`src/rtl/kbd_key_decoder_pkg.sv`:
```
`default_nettype none
// ============================================================================
// Module  : jk_kbd_pkg
// Brief   : Scancode constants and parser state encoding for kbd_key_decoder
// Rev     : 1.0  initial release
// ============================================================================
package jk_kbd_pkg;

  localparam logic [7:0] SC_EXT   = 8'hE0;
  localparam logic [7:0] SC_BREAK = 8'hF0;
  localparam logic [7:0] SC_SPACE = 8'h29;
  localparam logic [7:0] SC_LEFT  = 8'h6B;
  localparam logic [7:0] SC_RIGHT = 8'h74;

  typedef enum logic [1:0] {
    IDLE      = 2'd0,
    EXT       = 2'd1,
    BREAK     = 2'd2,
    EXT_BREAK = 2'd3
  } kbd_state_t;

endpackage
`default_nettype wire

```
`src/rtl/kbd_key_decoder_if.sv`:
```
`default_nettype none
// ============================================================================
// Module  : kbd_key_decoder_if
// Brief   : Scancode byte input and key/jump outputs of the keyboard decoder
// Rev     : 1.0  initial release
// ============================================================================
interface kbd_key_decoder_if;

  logic [7:0] rx_data;
  logic       rx_valid;
  logic       key_space;
  logic       key_left;
  logic       key_right;
  logic       jump_valid;
  logic [7:0] jump_power;

  modport slave (
    input  rx_data, rx_valid,
    output key_space, key_left, key_right, jump_valid, jump_power
  );

  modport master (
    output rx_data, rx_valid,
    input  key_space, key_left, key_right, jump_valid, jump_power
  );

endinterface
`default_nettype wire

```
`src/rtl/kbd_key_decoder_ms_tick_gen.sv`:
```
`default_nettype none
// ============================================================================
// Module  : ms_tick_gen
// Brief   : Enabled prescaler with synchronous clear; tick on the wrap cycle
// Rev     : 1.0  initial release
// ============================================================================
module ms_tick_gen #(
  parameter int CLOCKS_PER_MS = 40_000
) (
  input  wire logic clk,
  input  wire logic rst,
  input  wire logic clr,
  input  wire logic en,
  output logic      tick
);

  localparam int c_W = (CLOCKS_PER_MS > 1) ? $clog2(CLOCKS_PER_MS) : 1;
  localparam logic [c_W-1:0] c_LAST = c_W'(CLOCKS_PER_MS - 1);

  logic [c_W-1:0] r_cnt;

  assign tick = en && !clr && (r_cnt == c_LAST);

  always_ff @(posedge clk) begin
    if (rst || clr) begin
      r_cnt <= '0;
    end else if (en) begin
      r_cnt <= (r_cnt == c_LAST) ? '0 : r_cnt + 1'b1;
    end
  end

endmodule
`default_nettype wire

```
`src/rtl/kbd_key_decoder.sv`:
```
`default_nettype none
// ============================================================================
// Module  : kbd_key_decoder
// Brief   : PS/2 make/break tracking for Space/Left/Right plus Space hold timer
// Rev     : 1.0  initial release
// ============================================================================
module kbd_key_decoder
  import jk_kbd_pkg::*;
#(
  parameter int CLK_HZ         = 40_000_000,
  parameter int MAX_CHARGE_MS  = 255,
  parameter int PREFIX_TIMEOUT = 100_000
) (
  input  wire logic          clk,
  input  wire logic          rst,
  kbd_key_decoder_if.slave   bus
);

  localparam int c_CLOCKS_PER_MS = CLK_HZ / 1000;
  localparam int c_TO_W          = (PREFIX_TIMEOUT > 1) ? $clog2(PREFIX_TIMEOUT) : 1;
  localparam logic [c_TO_W-1:0] c_TO_LAST  = c_TO_W'(PREFIX_TIMEOUT - 1);
  localparam logic [7:0]        c_MAX_CHG  = 8'(MAX_CHARGE_MS);

  kbd_state_t r_state, w_state_nxt;

  logic [c_TO_W-1:0] r_to_cnt;
  logic              r_space_held, r_left_held, r_right_held;
  logic              w_space_make, w_space_break;
  logic              w_left_make, w_left_break;
  logic              w_right_make, w_right_break;
  logic              w_tick;
  logic [7:0]        r_charge_ms;
  logic [7:0]        r_charge_cap;
  logic              r_jump_pending;

  always_ff @(posedge clk) begin
    if (rst) begin
      r_state <= IDLE;
    end else begin
      r_state <= w_state_nxt;
    end
  end

  // E0 resyncs from any state; F0 while already in a break state is absorbed
  always_comb begin
    w_state_nxt   = r_state;
    w_space_make  = 1'b0;
    w_space_break = 1'b0;
    w_left_make   = 1'b0;
    w_left_break  = 1'b0;
    w_right_make  = 1'b0;
    w_right_break = 1'b0;
    if (bus.rx_valid) begin
      unique case (r_state)
        IDLE: begin
          if (bus.rx_data == SC_BREAK)      w_state_nxt = BREAK;
          else if (bus.rx_data == SC_EXT)   w_state_nxt = EXT;
          else if (bus.rx_data == SC_SPACE) w_space_make = !r_space_held;
        end
        EXT: begin
          w_state_nxt = IDLE;
          if (bus.rx_data == SC_BREAK)      w_state_nxt = EXT_BREAK;
          else if (bus.rx_data == SC_EXT)   w_state_nxt = EXT;
          else if (bus.rx_data == SC_LEFT)  w_left_make  = 1'b1;
          else if (bus.rx_data == SC_RIGHT) w_right_make = 1'b1;
        end
        BREAK: begin
          w_state_nxt = IDLE;
          if (bus.rx_data == SC_BREAK)      w_state_nxt = BREAK;
          else if (bus.rx_data == SC_EXT)   w_state_nxt = EXT;
          else if (bus.rx_data == SC_SPACE) w_space_break = r_space_held;
        end
        EXT_BREAK: begin
          w_state_nxt = IDLE;
          if (bus.rx_data == SC_BREAK)      w_state_nxt = EXT_BREAK;
          else if (bus.rx_data == SC_EXT)   w_state_nxt = EXT;
          else if (bus.rx_data == SC_LEFT)  w_left_break  = 1'b1;
          else if (bus.rx_data == SC_RIGHT) w_right_break = 1'b1;
        end
        default: w_state_nxt = IDLE;
      endcase
    end else if (r_state != IDLE && r_to_cnt == c_TO_LAST) begin
      w_state_nxt = IDLE;
    end
  end

  always_ff @(posedge clk) begin
    if (rst || bus.rx_valid || r_state == IDLE) begin
      r_to_cnt <= '0;
    end else if (r_to_cnt != c_TO_LAST) begin
      r_to_cnt <= r_to_cnt + 1'b1;
    end
  end

  always_ff @(posedge clk) begin
    if (rst) begin
      r_space_held <= 1'b0;
      r_left_held  <= 1'b0;
      r_right_held <= 1'b0;
    end else begin
      if (w_space_make)       r_space_held <= 1'b1;
      else if (w_space_break) r_space_held <= 1'b0;
      if (w_left_make)        r_left_held  <= 1'b1;
      else if (w_left_break)  r_left_held  <= 1'b0;
      if (w_right_make)       r_right_held <= 1'b1;
      else if (w_right_break) r_right_held <= 1'b0;
    end
  end

  ms_tick_gen #(
    .CLOCKS_PER_MS (c_CLOCKS_PER_MS)
  ) u_ms_tick_gen (
    .clk  (clk),
    .rst  (rst),
    .clr  (w_space_make),
    .en   (r_space_held),
    .tick (w_tick)
  );

  // Break takes priority over a coincident ms tick, so the capture is pre-increment
  always_ff @(posedge clk) begin
    if (rst) begin
      r_charge_ms    <= '0;
      r_charge_cap   <= '0;
      r_jump_pending <= 1'b0;
    end else begin
      r_jump_pending <= w_space_break;
      if (w_space_break) begin
        r_charge_cap <= r_charge_ms;
        r_charge_ms  <= '0;
      end else if (w_space_make) begin
        r_charge_ms <= '0;
      end else if (w_tick && r_charge_ms < c_MAX_CHG) begin
        r_charge_ms <= r_charge_ms + 1'b1;
      end
    end
  end

  always_ff @(posedge clk) begin
    if (rst) begin
      bus.key_space  <= 1'b0;
      bus.key_left   <= 1'b0;
      bus.key_right  <= 1'b0;
      bus.jump_valid <= 1'b0;
      bus.jump_power <= '0;
    end else begin
      bus.key_space  <= r_space_held;
      bus.key_left   <= r_left_held & ~r_right_held;
      bus.key_right  <= r_right_held & ~r_left_held;
      bus.jump_valid <= r_jump_pending;
      if (r_jump_pending) bus.jump_power <= r_charge_cap;
    end
  end

endmodule
`default_nettype wire

```
`src/flat_wrapper.sv`:
```
// flat-port wrapper written by rule: the top's interface ports become plain ports
module kbd_key_decoder_flat import jk_kbd_pkg::*;
#(
  parameter int CLK_HZ         = 40_000_000,
  parameter int MAX_CHARGE_MS  = 255,
  parameter int PREFIX_TIMEOUT = 100_000
)
  (clk, rst, bus_rx_data, bus_rx_valid, bus_key_space, bus_key_left, bus_key_right, bus_jump_valid, bus_jump_power);
  kbd_key_decoder_if bus_i ();
  input  wire logic clk;
  input  wire logic rst;
  input wire logic [$bits(bus_i.rx_data)-1:0] bus_rx_data;
  input wire logic [$bits(bus_i.rx_valid)-1:0] bus_rx_valid;
  output wire logic [$bits(bus_i.key_space)-1:0] bus_key_space;
  output wire logic [$bits(bus_i.key_left)-1:0] bus_key_left;
  output wire logic [$bits(bus_i.key_right)-1:0] bus_key_right;
  output wire logic [$bits(bus_i.jump_valid)-1:0] bus_jump_valid;
  output wire logic [$bits(bus_i.jump_power)-1:0] bus_jump_power;
  assign bus_i.rx_data = bus_rx_data;
  assign bus_i.rx_valid = bus_rx_valid;
  assign bus_key_space = bus_i.key_space;
  assign bus_key_left = bus_i.key_left;
  assign bus_key_right = bus_i.key_right;
  assign bus_jump_valid = bus_i.jump_valid;
  assign bus_jump_power = bus_i.jump_power;
  kbd_key_decoder #(.CLK_HZ(CLK_HZ), .MAX_CHARGE_MS(MAX_CHARGE_MS), .PREFIX_TIMEOUT(PREFIX_TIMEOUT)) u_core (.clk(clk), .rst(rst), .bus(bus_i));
endmodule
```
`config.mk`:
```
export PLATFORM = sky130hd
export DESIGN_NAME = kbd_key_decoder_flat
export DESIGN_NICKNAME = d
export VERILOG_FILES = /design/src/rtl/kbd_key_decoder_pkg.sv /design/src/rtl/kbd_key_decoder_if.sv /design/src/rtl/kbd_key_decoder_ms_tick_gen.sv /design/src/rtl/kbd_key_decoder.sv /design/src/flat_wrapper.sv
export SDC_FILE = /design/constraint.sdc
export NUM_CORES = 1
export LEC_CHECK = 0
export ABC_AREA = 1
export BUFFER_PORTS_ARGS = -buffer_cell sky130_fd_sc_hd__buf_2
export CELL_PAD_IN_SITES_DETAIL_PLACEMENT = 1
export CELL_PAD_IN_SITES_GLOBAL_PLACEMENT = 1
export CORE_ASPECT_RATIO = 0.6
export CORE_MARGIN = 10
export CORE_UTILIZATION = 30
export DETAILED_ROUTE_END_ITERATION = 8
export PLACE_DENSITY = 0.61
export REMOVE_ABC_BUFFERS = 1
export SETUP_SLACK_MARGIN = 0.02
export SLEW_MARGIN = 20
export SYNTH_ARGS = -nofsm -noshare
export SYNTH_HDL_FRONTEND = slang
export SYNTH_SLANG_ARGS = --single-unit
```
`constraint.sdc`:
```
create_clock -name clk -period 1.6 [get_ports clk]
set_clock_uncertainty 0.2 [all_clocks]
set_input_delay 0.16 -clock clk [delete_from_list [all_inputs] [get_ports clk]]
set_output_delay 0.16 -clock clk [all_outputs]
set_load 0.02 [all_outputs]
```
==> flow_summary.ini, run 1 <==
[grt]
antenna_found_initial = 0
grt_first_pass_wirelength_um = 16600
grt.overflow.total = 0
grt_pass1_vias = 3322
grt_max_degree = 18
grt_usage = 0.127

[critical_path]
r2r_slack_ns = 0.08
critPathRequiredTime_ns = 1.63
worstReg2RegStart = u_core.u_ms_tick_gen.r_cnt[10]$_SDFFE_PP0P_
critPathMaxStageDelay_ns = 0.37
r2r-end = u_core.r_charge_ms[4]$_SDFFE_PP0P_
r2r_cells = 8
crit_fanout = 8
cp-start-kind = register
path_cells = nand2_4 > inv_4 > nand3_4 > nor2_4 > buf_6 > nand4_4 > nand2_2 > a21oi_2
timing.setup.critical_path_class = register to register
endpoint_kind = register
cp.arrival_ns = 1.55
slowest_stage = dfxtp_4

[detailed_routing]
dr.pass1.iters = 4
routed_via_density = 4.72
ant_nets = 0
totalWireLength_um = 10100
routedWlPerCell_um = 14.4
detail_route.iter0.violations = 156
drt_drc_violations_left = 0
vias = 3316

[place]
dpl.hpwl_um = 7480
globalplace.congestion = 0.827
place_inst = 674
io_buffers = 22
place_ws_ns = -0.0420

[synth]
synth_cell_types = 37
ys_ff_latch = 67
synth-seq-area-share = 0.394
async_flop_share = 0
syn_inst = 489
synth_area_um2 = 3400
synth_common_cells = nand2_1, nor2_1, dfxtp_1
avgSynthCellArea_um2 = 6.96
synth_ff_type = dfxtp_1
yosysMostFrequentCell = nand2_1
synth_area_leader_cell = dfxtp_1
ys_warn_count = 0
synth_top_area_frac = 0.394
synth_edf_count = 0
ys_top_cells_by_area = dfxtp_1, nand2_1, nor2_1

[clock_network]
clock_latency_ns = 0.34
root_buffer = clkbuf_16
clk_pin_slew_worst_paths_ns = 0.06
htree_levels = 3
cts_inserted_buffers = 9
cts_tree = built
clock_sinks = 67
cts_buffer_depth = 2

[sta]
fin_crit_ns = 1.52
final.setup.worst_slack_ns = 0.0784
fmax_mhz = 657
slew_headroom = 0.755
worst_pin_slew_ns = 0.365
setup_viol = 0
slew_viol_final = 0
period_share = 0.951
holdWs_ns = 0.00716
hold_viol = 0
rsz0062_at_grt = yes

[power_and_ir_drop]
p_comb_frac = 0.035
ir_drop_mv = 0.566
power_switching_uw = 907
power_leakage_uw = 0.00190
total_power_uw = 3850
p_sw_frac = 0.236
p_int_uw = 2940
p_seq_frac = 0.432
power.density_nw_per_um2 = 844
p_clk_frac = 0.532

[hold_path]
min_path_type = primary input to register
min_path_cells = 5
min_from = bus_rx_data[2]
hold_end = u_core.r_right_held$_SDFFE_PP0P_

[finish]
nFillCells = 1403
drive_gt1_frac = 0.323
area_delta_synth_final_pct = 34.1
fin_util = 0.408
fin_nets = 567
n_antenna_cell = 0
final_cells = 702

[floorplanning]
core_um2 = 11200
boundaryPins = 23
fp.dieW_um = 157
die_area_um2 = 16100
rows = 30
start_util = 0.304
die_h_um = 102

[status]
status = finished clean

[flow_run]
cap_violations = 0
## registers in the layout (all words and copies together) (netlist names)
name,count
u_core.r_to_cnt,17
u_core.u_ms_tick_gen.r_cnt,16
u_core.bus.jump_power,8
u_core.r_charge_cap,8
u_core.r_charge_ms,8
u_core.r_state,2
u_core.bus.jump_valid,1
u_core.bus.key_left,1
u_core.bus.key_right,1
u_core.bus.key_space,1
u_core.r_jump_pending,1
u_core.r_left_held,1
u_core.r_right_held,1
u_core.r_space_held,1
## final cells by class
type                    instances  area [um2]  share of cell area
multi-input cells             354        2010               0.441
flip-flops and latches         67        1380               0.303
repair buffers                 61         447              0.0979
inverters                      60         238              0.0521
clock buffers                   9         225              0.0494
well taps                     144         180              0.0395
clock inverters                 7        81.3              0.0178
## metal layers
| layer | track usage | up-vias | wire [um] |
|---|---|---|---|
| met5 | 0 | - | 0 |
| met4 | 0.0343 | 0 | 106 |
| met3 | 0.0395 | 9 | 423 |
| met2 | 0.175 | 43 | 4170 |
| met1 | 0.185 | 1547 | 5430 |
| li1 | - | 1717 | - |
## worst max path at each step
stage                                                 from                                 end  slack, ns  depth (start not counted)
2_1_floorplan             u_core.r_space_held$_SDFFE_PP0P_  u_core.r_charge_ms[0]$_SDFFE_PP0P_      -0.34                          5
3_3_place_gp               u_core.r_to_cnt[0]$_SDFFE_PP0N_    u_core.r_to_cnt[10]$_SDFFE_PP0N_       0.01                          8
3_5_place_dp               u_core.r_to_cnt[0]$_SDFFE_PP0N_     u_core.r_to_cnt[3]$_SDFFE_PP0N_      -0.04                          9
4_1_cts                    u_core.r_to_cnt[1]$_SDFFE_PP0N_      u_core.r_state[0]$_SDFFE_PP0P_      0.004                          9
5_1_grt                    u_core.r_to_cnt[0]$_SDFFE_PP0N_     u_core.r_to_cnt[1]$_SDFFE_PP0N_      -0.03                          9
6_report       u_core.u_ms_tick_gen.r_cnt[10]$_SDFFE_PP0P_  u_core.r_charge_ms[4]$_SDFFE_PP0P_       0.08                          8
## kinds of logic (layout without fill, tap and decap cells)
family                     after synthesis  after routing  share of synthesized area
adders and majority gates                3              3                     0.0110
DFF                                     67             67                      0.394
buffers and inverters                   68            137                     0.0820
AOI/OAI and AO/OA                       62             62                     0.0945
xor gates and xnor gates                10             10                     0.0257
and+or+nand+nor                        279            279                      0.392
## through the flow
step | cell area, um2 | setup TNS (ns)
finish | 4560 | 0
global route | 4560 | -0.164
CTS | 4260 | 0
detailed placement | 3870 | -0.0886
global placement | 3870 | 0
floorplan | 3360 | -4.86
## timing repair
item / 4_1_cts / 5_1_grt
hold buffers: 3 / 0
setup endpoints to repair: 24 / 46
resized for setup: 14 / 80
setup buffers: 0 / 9
pin swaps: 2 / 21
hold endpoints to repair: 3 / 0
## worst max-delay path: cells and delay by family (launching register included)
family,cells,cell delay (ns)
flip-flops,1,0.37
buffers and inverters,2,0.19
AND/OR/NAND/NOR,5,0.60
AO/OA/AOI/OAI,1,0.06
## power groups by stage
stage / Sequential [uW] / Clock [uW] / Combinational (uW)
6_report: 1660 / 2050 / 135
5_1_grt: 1660 / 2190 / 152
3_3_place_gp: 1710 / 0 / 121
4_1_cts: 1670 / 2100 / 130
2_1_floorplan: 1710 / 0 / 52.2
3_5_place_dp: 1710 / 0 / 123
## layout by cell type, fill, tap and decap left out, types with 11 or more instances in the layout
cell | Yosys | final
inv_1 | 50 | 46
nand2_1 | 90 | 76
dfxtp_2 | 0 | 13
nand2_2 | 8 | 20
nor2_1 | 87 | 78
nand4_1 | 16 | 16
buf_2 | 4 | 22
nor3_1 | 11 | 11
nand3_1 | 40 | 30
buf_4 | 0 | 31
dfxtp_1 | 67 | 48
o21ai_0 | 29 | 24
a21oi_1 | 26 | 21
(Power assumes the default switching activity.)
==> run 2, diff against run 1 <==
--- a/config.mk
+++ b/config.mk
@@ -13,7 +13,7 @@
 export CORE_MARGIN = 10
 export CORE_UTILIZATION = 30
 export DETAILED_ROUTE_END_ITERATION = 8
-export PLACE_DENSITY = 0.61
+export PLACE_DENSITY = 0.59
 export REMOVE_ABC_BUFFERS = 1
 export SETUP_SLACK_MARGIN = 0.02
 export SLEW_MARGIN = 20
==> constraint.sdc (replaced) <==
create_clock -name clk -period 1.8 [get_ports clk]
set_clock_uncertainty 0.2 [all_clocks]
set_input_delay 0.18 -clock clk [delete_from_list [all_inputs] [get_ports clk]]
set_output_delay 0.18 -clock clk [all_outputs]
set_load 0.02 [all_outputs]
==> run 2 against run 1 <==
Effect of this change: cell area decreased by 9.6%; first-iteration DRC count decreased by 19%; combinational power down 22%; total power decreased by 6.7%; critical path type is now primary input to register.
==> flow_summary.ini, run 2 (same netlist as run 1, synthesis figures left out) <==
[status]
status = finished clean

[detailed_routing]
routedWlPerCell_um = 14.4
detail_route.iter0.violations = 126
ant_nets = 0
drt_drc_violations_left = 0
totalWireLength_um = 9700
vias = 3183
dr.pass1.iters = 4
routed_via_density = 4.73

[critical_path]
slowest_stage = dlygate4sd3_1
critPathMaxStageDelay_ns = 0.52
timing.setup.critical_path_class = primary input to register
endpoint_kind = register
path_cells = dlygate4sd3_1 > buf_2 > inv_1 > nor3_1 > nand4_1 > buf_4 > o21ai_0 > nor2_1
critPathRequiredTime_ns = 1.83
crit_fanout = 11
cp-start-kind = primary input
cp.arrival_ns = 1.72
crit_buf_inv = 4
crit_family = buffers and inverters

[finish]
fin_nets = 538
reg.largest.list = u_core.r_to_cnt x17, u_core.u_ms_tick_gen.r_cnt x16
final_cell_mix = nand2_1, nor2_1, dfxtp_1, inv_1, nand3_1
n_antenna_cell = 0
regArea_um2 = 1350
drive_gt1_frac = 0.191
nFillCells = 1404
largest_register_ffs = 17
layout_commonest_cell = nand2_1
multi_input_area_um2 = 1830
fin_util = 0.369
top_register = u_core.r_to_cnt
area_delta_synth_final_pct = 21.2
final_cells = 673

[sta]
slew_viol_final = 0
fin_crit_ns = 1.68
setup_viol = 0
worst_pin_slew_ns = 0.447
slew_headroom = 0.700
period_share = 0.936
rsz0062_at_grt = yes
fmax_mhz = 594
hold_viol = 0
finalSetupTns_ns = 0
final.setup.worst_slack_ns = 0.116

[place]
place_ws_ns = 0.0252
place_inst = 654
dpl.hpwl_um = 7390
globalplace.congestion = 0.809
io_buffers = 22

[clock_network]
htree_levels = 3
clock_sinks = 67
clk_pin_slew_worst_paths_ns = 0.07
cts_setup_buffers = 0
cts_inserted_buffers = 9
cts_tree = built
cts_buffer_depth = 2
clock_latency_ns = 0.34
root_buffer = clkbuf_16

[floorplanning]
die_area_um2 = 16100
start_util = 0.304
boundaryPins = 23
rows = 30
fp.dieW_um = 157
core_um2 = 11200
die_h_um = 102

[hold_path]
min_path_type = primary input to register

[grt]
grt.overflow.total = 0
grt_max_degree = 18
grt_usage = 0.127
grt_pass1_vias = 3175
grt_first_pass_wirelength_um = 16200
antenna_found_initial = 0

[power_and_ir_drop]
power.density_nw_per_um2 = 871
total_power_uw = 3590
ir_drop_mv = 0.441
power_leakage_uw = 0.00168

[flow_run]
cap_violations = 0
==> run 2: cell type report <==
type,count,area share
Multi-Input combinational cell,354,0.443
Sequential cell,67,0.327
Inverter,60,0.0568
Clock buffer,9,0.0546
Timing Repair Buffer,32,0.0498
Tap cell,144,0.0437
Clock inverter,7,0.0258
==> run 2: final timing paths <==
kind                                    startpoint                                           to  slack (ns)  cells after the start
setup / recovery                    bus_rx_data[0]          u_core.r_charge_cap[3]$_SDFFE_PP0P_        0.12                      8
hold / removal                      bus_rx_data[2]             u_core.r_right_held$_SDFFE_PP0P_        0.04                      4
hold reg to reg   u_core.r_right_held$_SDFFE_PP0P_              u_core.bus.key_right$_SDFF_PP0_        0.26                      2
setup reg to reg    u_core.r_state[0]$_SDFFE_PP0P_  u_core.u_ms_tick_gen.r_cnt[12]$_SDFFE_PP0P_        0.16                      5
==> run 2: routing by layer <==
layer  track usage  routed length, um
met2         0.167               3550
met5             0                  0
met4        0.0386                131
met1         0.186               5580
met3        0.0425                442
==> run 2: what timing repair did <==
item | in CTS | in global routing
pin swaps | 0 | 1
gates resized for setup | 1 | 17
endpoints found under the hold margin | 4 | 0
hold buffers | 3 | 0
setup endpoints to repair | 4 | 33
==> run 2: metrics by stage <==
step / hold slack [ns] / area (um2)
floorplan: 0.0491 / 3360
global placement: 0.249 / 3710
detailed placement: 0.254 / 3710
CTS: 0.0333 / 4080
global route: 0.0705 / 4120
finish: 0.0447 / 4120
==> run 2: power by group <==
part           switching, uW  internal [uW]
clock network            757           1240
registers               2.46           1480
logic                   69.8           35.3
==> run 2: worst reg2reg max path, delay by kind of cell, from the launching register on <==
| family | cells | cell delay (ns) |
|---|---|---|
| simple gates | 4 | 0.86 |
| buf+inv | 1 | 0.14 |
| flops | 1 | 0.35 |
==> run 3, diff against run 2 <==
--- a/config.mk
+++ b/config.mk
@@ -6,6 +6,7 @@
 export NUM_CORES = 1
 export LEC_CHECK = 0
 export ABC_AREA = 1
+export ABC_CLOCK_PERIOD_IN_PS = 1800
 export BUFFER_PORTS_ARGS = -buffer_cell sky130_fd_sc_hd__buf_2
 export CELL_PAD_IN_SITES_DETAIL_PLACEMENT = 1
 export CELL_PAD_IN_SITES_GLOBAL_PLACEMENT = 1
@@ -13,10 +14,11 @@
 export CORE_MARGIN = 10
 export CORE_UTILIZATION = 30
 export DETAILED_ROUTE_END_ITERATION = 8
-export PLACE_DENSITY = 0.59
+export PLACE_DENSITY = 0.58
 export REMOVE_ABC_BUFFERS = 1
 export SETUP_SLACK_MARGIN = 0.02
 export SLEW_MARGIN = 20
 export SYNTH_ARGS = -nofsm -noshare
 export SYNTH_HDL_FRONTEND = slang
+export SYNTH_HIERARCHICAL = 1
 export SYNTH_SLANG_ARGS = --single-unit
==> run 3 against run 2 <==
Effect of this change: die area increased by 0.59%; cell count increased by 2.1%; cell area increased by 6.6%; combinational power increased by 51%; area after synthesis increased by 0.70%; critical path depth decreased by 1; global-route usage increased by 0.42 points; register-to-register slack got worse by 0.05 ns; setup slack got worse by 0.0064 ns; largest power group unchanged; highest routed layer unchanged.
==> flow_summary.ini, run 3 <==
[status]
status = finished clean

[clock_network]
clock_latency_ns = 0.34
clk_pin_slew_worst_paths_ns = 0.05
cts_inserted_buffers = 9
htree_levels = 3
cts_tree = built
clock_sinks = 67
cts_buffer_depth = 2
root_buffer = clkbuf_16

[synth]
avgSynthCellArea_um2 = 7.34
ys_ff_latch = 67
yosysMostFrequentCell = nand2_1
synth_area_leader_cell = dfxtp_1
synth_top_area_frac = 0.392
synth_common_cells = nand2_1, nor2_1, dfxtp_1
synth-seq-area-share = 0.392
synth_cell_types = 39
synth_edf_count = 0
ys_warn_count = 6
ys_top_cells_by_area = dfxtp_1, nand2_1, nor2_1
syn_inst = 467
synth_ff_type = dfxtp_1
synth_area_um2 = 3430
async_flop_share = 0

[critical_path]
path_cells = nand3_2 > nor2_2 > nand3_2 > nand2_4 > buf_4 > nand2_1 > a21oi_1
critPathMaxStageDelay_ns = 0.51
endpoint_kind = register
slowest_stage = dfxtp_1
critPathRequiredTime_ns = 1.86
crit_family = simple AND/OR/NAND/NOR gates
cp.arrival_ns = 1.75
cp.depth = 7
timing.setup.critical_path_class = register to register
cp-start-kind = register
crit_fanout = 8
crit_buf_inv = 1
path_common_cell = nand3_2
r2r_slack_ns = 0.11
r2r_cells = 7

[detailed_routing]
detail_route.iter0.violations = 160
dr.pass1.iters = 4
ant_nets = 0
drt_drc_violations_left = 0
totalWireLength_um = 10300
vias = 3269
routedWlPerCell_um = 15.1
routed_via_density = 4.76

[finish]
n_antenna_cell = 0
top_register = u_core/r_to_cnt
regArea_um2 = 1350
area_delta_synth_final_pct = 28.3
final_cell_mix = nand2_1, nor2_1, dfxtp_1, buf_4, inv_1
nFillCells = 1402
reg.largest.list = u_core/r_to_cnt x17, u_core/u_ms_tick_gen/r_cnt x16
drive_gt1_frac = 0.287
layout_commonest_cell = nand2_1
final_cells = 687
largest_register_ffs = 17
multi_input_area_um2 = 1980
fin_nets = 552

[place]
globalplace.congestion = 0.825
dpl.hpwl_um = 7820
io_buffers = 22
place_inst = 661

[power_and_ir_drop]
total_power_uw = 3230
p_sw_frac = 0.236
p_seq_frac = 0.462
p_clk_frac = 0.489
power_switching_uw = 762
ir_drop_mv = 0.531
p_comb_frac = 0.049
p_int_uw = 2470
power_leakage_uw = 0.00186
power.density_nw_per_um2 = 736

[sta]
period_share = 0.939
fin_crit_ns = 1.69
slew_viol_final = 0
rsz0062_at_grt = yes
finalSetupTns_ns = 0
setup_viol = 0
worst_pin_slew_ns = 0.516
fmax_mhz = 591
hold_viol = 0
slew_headroom = 0.653

[hold_path]
min_path_type = primary input to register
min_path_cells = 4

[floorplanning]
start_util = 0.305
rows = 30
die_area_um2 = 16200
fp.dieW_um = 158
core_um2 = 11200
boundaryPins = 23
die_h_um = 103

[flow_run]
cap_violations = 0

[grt]
grt_usage = 0.131
antenna_found_initial = 0
grt_first_pass_wirelength_um = 16700
grt.overflow.total = 0
grt_max_degree = 20
grt_pass1_vias = 3148
run 3: final timing paths:
| check | start | end |
|---|---|---|
| max | u_core/r_charge_ms[2]$_SDFFE_PP0P_ | u_core/r_charge_ms[7]$_SDFFE_PP0P_ |
| min reg2reg | u_core/r_right_held$_SDFFE_PP0P_ | u_core/bus.key_left$_SDFF_PP0_ |
| max reg2reg | u_core/r_charge_ms[2]$_SDFFE_PP0P_ | u_core/r_charge_ms[7]$_SDFFE_PP0P_ |
| min | bus_rx_data[3] | u_core/r_right_held$_SDFFE_PP0P_ |
run 3: worst min-delay path: cells and delay by family:
kind                   cells  cell delay [ns]
AO/OA/AOI/OAI              1             0.07
AND/OR/NAND/NOR            2             0.14
buffers and inverters      1             0.11
run 3: layout make-up:
class / count / area share
inverter: 45 / 0.0384
sequential: 67 / 0.307
multi-input combinational: 348 / 0.451
tap: 144 / 0.0410
clock inverter: 5 / 0.00683
clock buffer: 11 / 0.0530
timing repair buffer: 67 / 0.103
run 3: logic make-up after synthesis:
logic type / count (synthesis) / share of synthesized area
DFF: 67 / 0.392
AOI/OAI and AO/OA: 43 / 0.0668
adders and majority gates: 3 / 0.0110
buffers and inverters: 52 / 0.0632
xor gates and xnor gates: 17 / 0.0435
muxes: 1 / 0.00292
and+or+nand+nor: 284 / 0.421
run 3: layer usage:
metal / global-route usage / vias up / share of wire
li1: - / 1661 / -
met1: 0.200 / 1550 / 0.57
met2: 0.169 / 53 / 0.38
met3: 0.0446 / 5 / 0.051
met4: 0.0255 / 0 / 0.0044
met5: 0 / - / 0
run 3: repair_timing:
item | in CTS | in global routing
buffers inserted | 2 | 7
hold buffers | 1 | 0
cloned | 0 | 0
setup endpoints to repair | 14 | 29
pin swaps | 3 | 12
hold endpoints to repair | 1 | 0
resized for setup | 12 | 21
run 3: power by group through the flow:
stage | Sequential [uW] | Clock, uW | Combinational, uW
2_1_floorplan | 1530 | 0 | 78.9
3_3_place_gp | 1520 | 0 | 145
3_5_place_dp | 1530 | 0 | 148
4_1_cts | 1490 | 1640 | 150
5_1_grt | 1490 | 1710 | 179
6_report | 1490 | 1580 | 159
run 3: per-stage QoR:
step                setup slack, ns  cell area [um2]  utilization  hold WS [ns]
finish                        0.109             4390        0.392        0.0118
global route               -0.00747             4390        0.392        0.0505
CTS                          0.0352             4270        0.380       0.00718
detailed placement           -0.170             3930        0.350         0.221
global placement             -0.131             3930        0.350         0.214
floorplan                    -0.132             3380            -        0.0524
